File: src/rtl/output_argmax.sv
`default_nettype none
// ============================================================================
// Module   : output_argmax
// Brief    : Sequential signed argmax over a registered neuron-output vector.
// Revision : 1.0 - initial release
// ============================================================================
module output_argmax #(
    parameter int dataWidth  = 16,
    parameter int numInputs  = 10,
    parameter int indexWidth = $clog2(numInputs)
) (
    input  logic                           clk,
    input  logic                           reset,
    input  logic [dataWidth*numInputs-1:0] argIn,
    input  logic                           argInValid,
    output logic [indexWidth-1:0]          argOut,
    output logic [dataWidth-1:0]           argMaxValue,
    output logic                           argOutValid,
    output logic                           busy
);

    typedef enum logic [0:0] {
        IDLE = 1'b0,
        SCAN = 1'b1
    } state_t;

    localparam logic [indexWidth:0] c_last_count = (indexWidth + 1)'(numInputs - 1);

    state_t                         r_state;
    state_t                         w_state_next;
    logic [dataWidth*numInputs-1:0] r_vec;
    logic [dataWidth*numInputs-1:0] w_vec_next;
    logic [indexWidth:0]            r_count;
    logic [indexWidth:0]            w_count_next;
    logic [dataWidth-1:0]           r_max;
    logic [dataWidth-1:0]           w_max_next;
    logic [indexWidth-1:0]          r_idx;
    logic [indexWidth-1:0]          w_idx_next;
    logic [indexWidth-1:0]          w_out_next;
    logic [dataWidth-1:0]           w_val_next;
    logic                           w_out_valid_next;
    logic                           r_valid_d;
    logic                           r_armed;
    logic                           w_accept;
    logic                           w_greater;
    logic [dataWidth-1:0]           w_elem;
    logic [dataWidth-1:0]           w_cand_max;
    logic [indexWidth-1:0]          w_cand_idx;
    logic [dataWidth-1:0]           w_elems [numInputs];

    for (genvar k = 0; k < numInputs; k++) begin : g_elems
        assign w_elems[k] = r_vec[(k+1)*dataWidth-1 -: dataWidth];
    end

    // r_armed blocks a level that was already high across reset from
    // looking like a fresh rising edge.
    assign w_accept   = argInValid && !r_valid_d && r_armed && (r_state == IDLE);
    assign w_elem     = w_elems[r_count[indexWidth-1:0]];
    assign w_greater  = $signed(w_elem) > $signed(r_max);
    assign w_cand_max = w_greater ? w_elem : r_max;
    assign w_cand_idx = w_greater ? r_count[indexWidth-1:0] : r_idx;
    assign busy       = (r_state == SCAN);

    always_comb begin
        w_state_next     = r_state;
        w_vec_next       = r_vec;
        w_count_next     = r_count;
        w_max_next       = r_max;
        w_idx_next       = r_idx;
        w_out_next       = argOut;
        w_val_next       = argMaxValue;
        w_out_valid_next = 1'b0;
        case (r_state)
            IDLE: begin
                if (w_accept) begin
                    w_vec_next   = argIn;
                    w_max_next   = argIn[dataWidth-1:0];
                    w_idx_next   = '0;
                    w_count_next = (indexWidth + 1)'(1);
                    w_state_next = SCAN;
                end
            end
            SCAN: begin
                w_max_next   = w_cand_max;
                w_idx_next   = w_cand_idx;
                w_count_next = r_count + 1'b1;
                if (r_count == c_last_count) begin
                    w_out_next       = w_cand_idx;
                    w_val_next       = w_cand_max;
                    w_out_valid_next = 1'b1;
                    w_count_next     = '0;
                    w_state_next     = IDLE;
                end
            end
            default: w_state_next = IDLE;
        endcase
    end

    always_ff @(posedge clk or negedge reset) begin
        if (!reset) begin
            r_state <= IDLE;
        end else begin
            r_state <= w_state_next;
        end
    end

    always_ff @(posedge clk or negedge reset) begin
        if (!reset) begin
            r_vec       <= '0;
            r_count     <= '0;
            r_max       <= '0;
            r_idx       <= '0;
            r_valid_d   <= 1'b0;
            r_armed     <= 1'b0;
            argOut      <= '0;
            argMaxValue <= '0;
            argOutValid <= 1'b0;
        end else begin
            r_vec       <= w_vec_next;
            r_count     <= w_count_next;
            r_max       <= w_max_next;
            r_idx       <= w_idx_next;
            r_valid_d   <= argInValid;
            r_armed     <= r_armed | ~argInValid;
            argOut      <= w_out_next;
            argMaxValue <= w_val_next;
            argOutValid <= w_out_valid_next;
        end
    end

endmodule
`default_nettype wire

File: config.mk
export PLATFORM = sky130hd
export DESIGN_NAME = output_argmax
export DESIGN_NICKNAME = d
export VERILOG_FILES = /design/src/rtl/output_argmax.sv
export SDC_FILE = /design/constraint.sdc
export NUM_CORES = 1
export LEC_CHECK = 0
export BUFFER_PORTS_ARGS = -buffer_cell sky130_fd_sc_hd__buf_2
export CAP_MARGIN = 10
export CORE_MARGIN = 1.5
export CORE_UTILIZATION = 56
export DETAILED_ROUTE_END_ITERATION = 12
export PLACE_DENSITY = 0.8
export SETUP_SLACK_MARGIN = 0.4
export SYNTH_ARGS = -nofsm -noshare
export SYNTH_HDL_FRONTEND = slang
export SYNTH_SLANG_ARGS = --single-unit
File: constraint.sdc
create_clock -name clk -period 4.4 [get_ports clk]
set_input_delay 0.22 -clock clk [delete_from_list [all_inputs] [get_ports clk]]
set_output_delay 0.22 -clock clk [all_outputs]
set_load 0.01 [all_outputs]
Word-level counts from Yosys, hierarchy flattened
Index checks and enable logic that the tools add are counted.
- flip-flop bits (word level): 209
- output and inout bits: 22
- input bits: 163
- eq/ne operators: 2
- $lt $le $gt $ge: 2
- multiplexer cells: 17
- bitwise operators: 4
- reductions and logical operators: 6
- add/sub/neg operators: 1
- operators with widths (cell ; number):
    binary-select mux 16 bit (select 4 bit) ; 1
    two-way mux 16 bit ; 4
    case mux 16 bit (2 select lines) ; 1
    > comparator 16 bit ; 1
    two-way mux 5 bit ; 2
    case mux 5 bit (2 select lines) ; 1
    two-way mux 4 bit ; 2
    case mux 4 bit (2 select lines) ; 1
    adder 5 x 1 -> 5 bit (second input constant) ; 1
    == test 5 x 4 -> 1 bit (second input constant) ; 1
    >= comparator 5 bit (second input constant) ; 1
    inverter 4 -> 5 bit ; 1
    two-way mux 1 bit ; 4
    AND reduction 2 bit ; 2
    logical AND 1 bit ; 3
    inequality test 2 bit (second input constant) ; 1
    inverter 1 bit ; 2
    case mux 1 bit (2 select lines) ; 1
    zero test 1 bit ; 1
    OR 1 bit ; 1

Logic depth before layout (Yosys ltp)
- depth in word-level cells: 7
- mapped depth: 14

Least setup slack after synthesis
Ideal clock, no wire load.
- kind: reg2reg
- start: register r_count[0]
- end: register r_max[13]
- data arrival time: 3.401 ns
- buffers on the path: 4
- cell stages (with the launch flop): 15
- library setup time: 0.133 ns
- slack: 0.866 ns
- cell sequence: dfrtp_1 buf_2 buf_6 mux4_2 mux2i_1 o22ai_1 ha_1 nand4_4 nor3_2 a21boi_4 or4_4 buf_6 buf_6 a2111oi_1 nor3_1
- cells in the longest elaborated chain, start to end: 7
- ends and longest elaborated chain (item ; RTL line ; source):
    start, declared ; 33 ; logic [indexWidth:0] r_count;
    start signal, assigned ; 120 ; r_count <= w_count_next;
    inverter 4 -> 5 bit (not written as such) * ; 58 ; assign w_elem = w_elems[r_count[indexWidth-1:0]];
    binary-select mux 16 bit (select 4 bit) * ; 58 ;
    two-way mux 16 bit (not written as such) * (2 in a row) ; 58 ;
    > comparator 16 bit ; 59 ; assign w_greater = $signed(w_elem) > $signed(r_max);
    two-way mux 16 bit * ; 60 ; assign w_cand_max = w_greater ? w_elem : r_max;
    case mux 16 bit (2 select lines) * ; 73 ; case (r_state)
    end signal, assigned ; 121 ; r_max <= w_max_next;
    end, declared ; 35 ; logic [dataWidth-1:0] r_max;
Mark *: on every way between the ends. The rest lies on a longest branch, timed or not. The select of a mux whose other input is x is not followed.
A chain may end at the register's enable or synchronous reset.

Final worst setup path
- start: register r_count[0]
- end: register r_max[10]
The elaborated chain is that of the path after synthesis.

==> flow_results.org <==
** Pwr
- Ratio of total power to cell area :: between 800 and 900 nW/um^2
- Worst vdd rail ir drop :: approximately 0.00085 V
- For this design the static power due to leakage is around 6.3 nW.

** Logic synthesis
- Proportion of synthesized flip-flops having asynchronous set or reset :: 100%
- For this run, the register share of the synthesized area comes to around half.
- Number of synthesized flops with an enable pin :: 0
- Number of warnings issued by yosys :: 0
- #FFs+latches synth :: roughly 210
- After synthesis, the netlist uses 55 different library cells.
- The number of nets in the synthesized netlist is 968.
- Number of instances in the synthesized netlist :: approximately 800
- In the synthesized netlist the dominant register cell turns out to be dfrtp_1.
- Cell Area, Synth :: 10300 um^2
- Averaged over all synthesized cells, the footprint is ~13 um^2.

** Timing
- Final Hold Slack :: approximately 0.012 ns
- Dividing the final minimum period by the clock period gives about 89%.
- Slew at the pin closest to its max-slew limit :: about 1 ns
- Final count of hold timing violations :: 0
- Relative slew margins :: roughly a third
- The worst path meets setup with around 0.48 ns of slack.
- Sum of negative setup slack :: 0 ns
- Setup repair after global routing could not meet its margin everywhere.
- Setup violation total in the final timing report :: 0
- Static timing analysis puts the maximum clock frequency at between 0.2 and 0.3 GHz.
- Min cycle time layout :: between 3 and 4 ns
- The final number of max-transition violations is 0.
- Across the routed clock network, the largest skew measured is roughly 0.012 ns.

** Layout
- The count of cells in the finished layout, fillers not included, comes to between 1000 and 1500.
- Final Cell Area :: 13900 um^2
- Syn-to-layout area delta :: 34.9%
- The library cell used most frequently in the layout, excluding fill and tap cells, is dfrtp_1.
- Cells with a size suffix above 1 make up about 41% of the layout.
- The net count of the finished layout is around 1300.
- The repair_antennas step left the layout with diodes totalling 0.
- Most frequent cells in the layout :: dfrtp_1 (207), buf_2 (183), dlygate4sd3_1 (161), mux2_2 (160), a211oi_1 (46)

** Route
- Routed wirelength normalized by instance count :: ~22 um
- Summed over all layers, the routed wires come to just over 30000 um.
- Antenna Nets Post-Route :: 0
- The first routing iteration left 800 violations.
- Using the TritonRoute via totals, the vias-per-cell ratio works out to 6.02.
- Vias post-DR :: 8277
- Detailed Routing Iterations Pass 1 :: 5
- Number of remaining DRC errors :: 0

** Die
- The floorplan step set the die width to roughly 140 um.
- From bottom edge to top edge, the die measures 139 um.
- IO Count :: 185
- Once the floorplan was initialized, standard cells occupied 57.4% of the core.
- After floorplanning, the core was sized to cover between 15000 and 20000 um^2.
- The floorplan step defined a die boundary enclosing 19300 um^2.
- Num rows :: around 50

** Placement
- Placed wire-length estimate :: ~17000 um
- Counting tap cells, the placed design contains a total of about 1200 instances.
- Count of buffers inserted at the top-level ports :: ~180
- Prior to clock tree synthesis, the placed netlist has a worst setup slack of 0.204 ns.
- Routability cong. :: ~0.89
- In this run the cell area measured after placement is 11500 um^2.

** Clocking
- Buffers inserted during clock tree synthesis total 23.
- After clock tree synthesis, the clock-pin slew on the worst setup and hold paths is 0.07 ns.
- Sinks on the clock net :: about 210
- Clock tree synthesis selected as its root buffer the cell clkbuf_16.
- Number of levels in the clock H-tree :: 1
- Maximum buffer depth of the clock tree :: 3
- TritonCTS built the clock tree.
- For the worst-skew pair, the clock arrives at the later sink with an insertion delay of 0.53 ns.

** Setup path
- The worst setup path is captured at a register.
- For flop-to-flop paths, the worst setup slack is approximately 0.48 ns.
- Worst Setup Start Kind :: register
- Worst Path Required :: roughly 4.8 ns
- The cell that appears most often on the critical path is buf_4.
- Of all nets on the critical path, the largest fanout is 13.
- The worst setup path is of the reg -> reg kind.
- Walking the worst path, the cells encountered are buf_4 > buf_12 > mux4_2 > mux2i_1 > o22ai_1 > ha_1 > buf_4 > a21boi_0 > or4_4 > a21oi_4 > buf_4 > a311oi_1.
- Data on the critical path arrives at its endpoint at 4.33 ns.
- In this design, the stage delay of the slowest critical-path cell is 0.59 ns.
- Critical-path cell with the highest stage delay :: a21boi_0

** Global route
- The via count of the first global-routing pass was 8761.
- The first global-routing pass estimated ~48000 um of wire.
- Number of antenna violations at the first check in global routing :: 1
- Pin count of the biggest net entering global routing :: ~110
- The total overflow left after global routing is 0.
- Global routing consumed, over all layers together, 31.9% of the routing resources.

** Min path
- Type of the most critical hold path :: in -> reg

** Run
- Across the run, the number of max-cap violations was 0.

** Outcome
- Outcome :: complete, no violations
what timing repair did:
action,in CTS,in global routing
pin swaps,0,1
hold endpoints to repair,262,0
setup buffers,4,6
gates cloned,0,1
endpoints found under the setup margin,29,27
gates resized for setup,2,2
hold buffers,161,0
through the flow:
stage                     util [%]  power (mW)
after global routing          77.4        12.5
after floorplan                  -        7.87
after detailed placement      63.7        9.19
after CTS                     77.0        11.3
after global placement        63.7        8.97
final                         77.4        11.9
Yosys cell counts, drive strengths merged, types with 2 or more instances:
cell	count	area share (%)
a2111oi	6	0.61
a211oi	47	3.5
a21boi	3	0.33
a21oi	24	1.2
a221o	2	0.19
a311o	2	0.19
a311oi	11	0.93
a31oi	2	0.12
and2	2	0.12
buf	35	2.1
clkbuf	28	1.0
dfrtp	209	51
ha	18	2.2
inv	22	0.80
mux2	160	17
mux2i	32	3.1
mux4	32	7.0
nand2	29	1.1
nand2b	13	0.79
nand3	2	0.097
nand4	6	0.51
nor2	22	0.80
nor3	7	0.39
o21ai	13	0.63
o22ai	17	1.0
o31a	2	0.17
o31ai	17	1.2
or2	3	0.18
or2b	4	0.29
or3	5	0.30
or4	2	0.18
report_power, final:
group          internal, mW  switching [mW]  total, mW  leakage (nW)
combinational          2.99            3.38       6.37          3.39
sequential             2.90           0.708       3.61          2.51
clock                  1.09           0.810       1.90         0.365
flip-flops by register name, summed over array words and instances, names as in the netlist, 4 cells and up:
register,flops
r_max,16
argOut,4
r_count,5
argMaxValue,16
r_idx,4
r_vec,160
kinds of logic after synthesis:
logic type	after synthesis	synth area share [%]
AOI/OAI and AO/OA	152	10.8
adders and majority gates	18	2.18
buffers and inverters	86	3.99
DFF	209	50.6
muxes	224	27.5
and+or+nand+nor	98	4.95
routing by layer:
metal / GRT usage [%] / part of all wire, % / vias to the layer above
li1: - / - / 3640
met1: 40.4 / 39 / 4093
met2: 53.9 / 49 / 434
met3: 5.73 / 7.3 / 108
met4: 14.1 / 4.8 / 2
met5: 0 / 0.039 / -
area by class of cell:
| type | count | area (um^2) |
|---|---|---|
| Sequential cell | 209 | 5240 |
| Multi-Input combinational cell | 493 | 4740 |
| Fill cell | 1035 | 4080 |
| Timing Repair Buffer | 381 | 2870 |
| Clock buffer | 32 | 649 |
| Tap cell | 229 | 287 |
| Inverter | 23 | 86.3 |
| Clock inverter | 8 | 80.1 |
worst paths after layout:
path                                         from                    end  depth (start not counted)
setup / recovery           r_count[0]$_DFFE_PN0P_  r_max[10]$_DFFE_PN0P_                         12
hold / removal                           argIn[0]   r_vec[0]$_DFFE_PN0P_                          2
setup reg to reg           r_count[0]$_DFFE_PN0P_  r_max[10]$_DFFE_PN0P_                         12
hold reg to reg                 r_armed$_DFF_PN0_      r_armed$_DFF_PN0_                          1
max in group asynchronous                   reset  r_vec[61]$_DFFE_PN0P_                          3
min in group asynchronous                   reset  r_max[13]$_DFFE_PN0P_                          2
worst max-delay path: cells and delay by family, from the launching register on:
kind,cells,cell delay [ns]
flip-flops,1,0.48
adder cells (fa/ha/maj),1,0.36
AND/OR/NAND/NOR,1,0.37
buffers and inverters,4,0.67
multiplexers,2,0.78
AO/OA/AOI/OAI,4,1.12
Power figures use the tool's default switching activity.
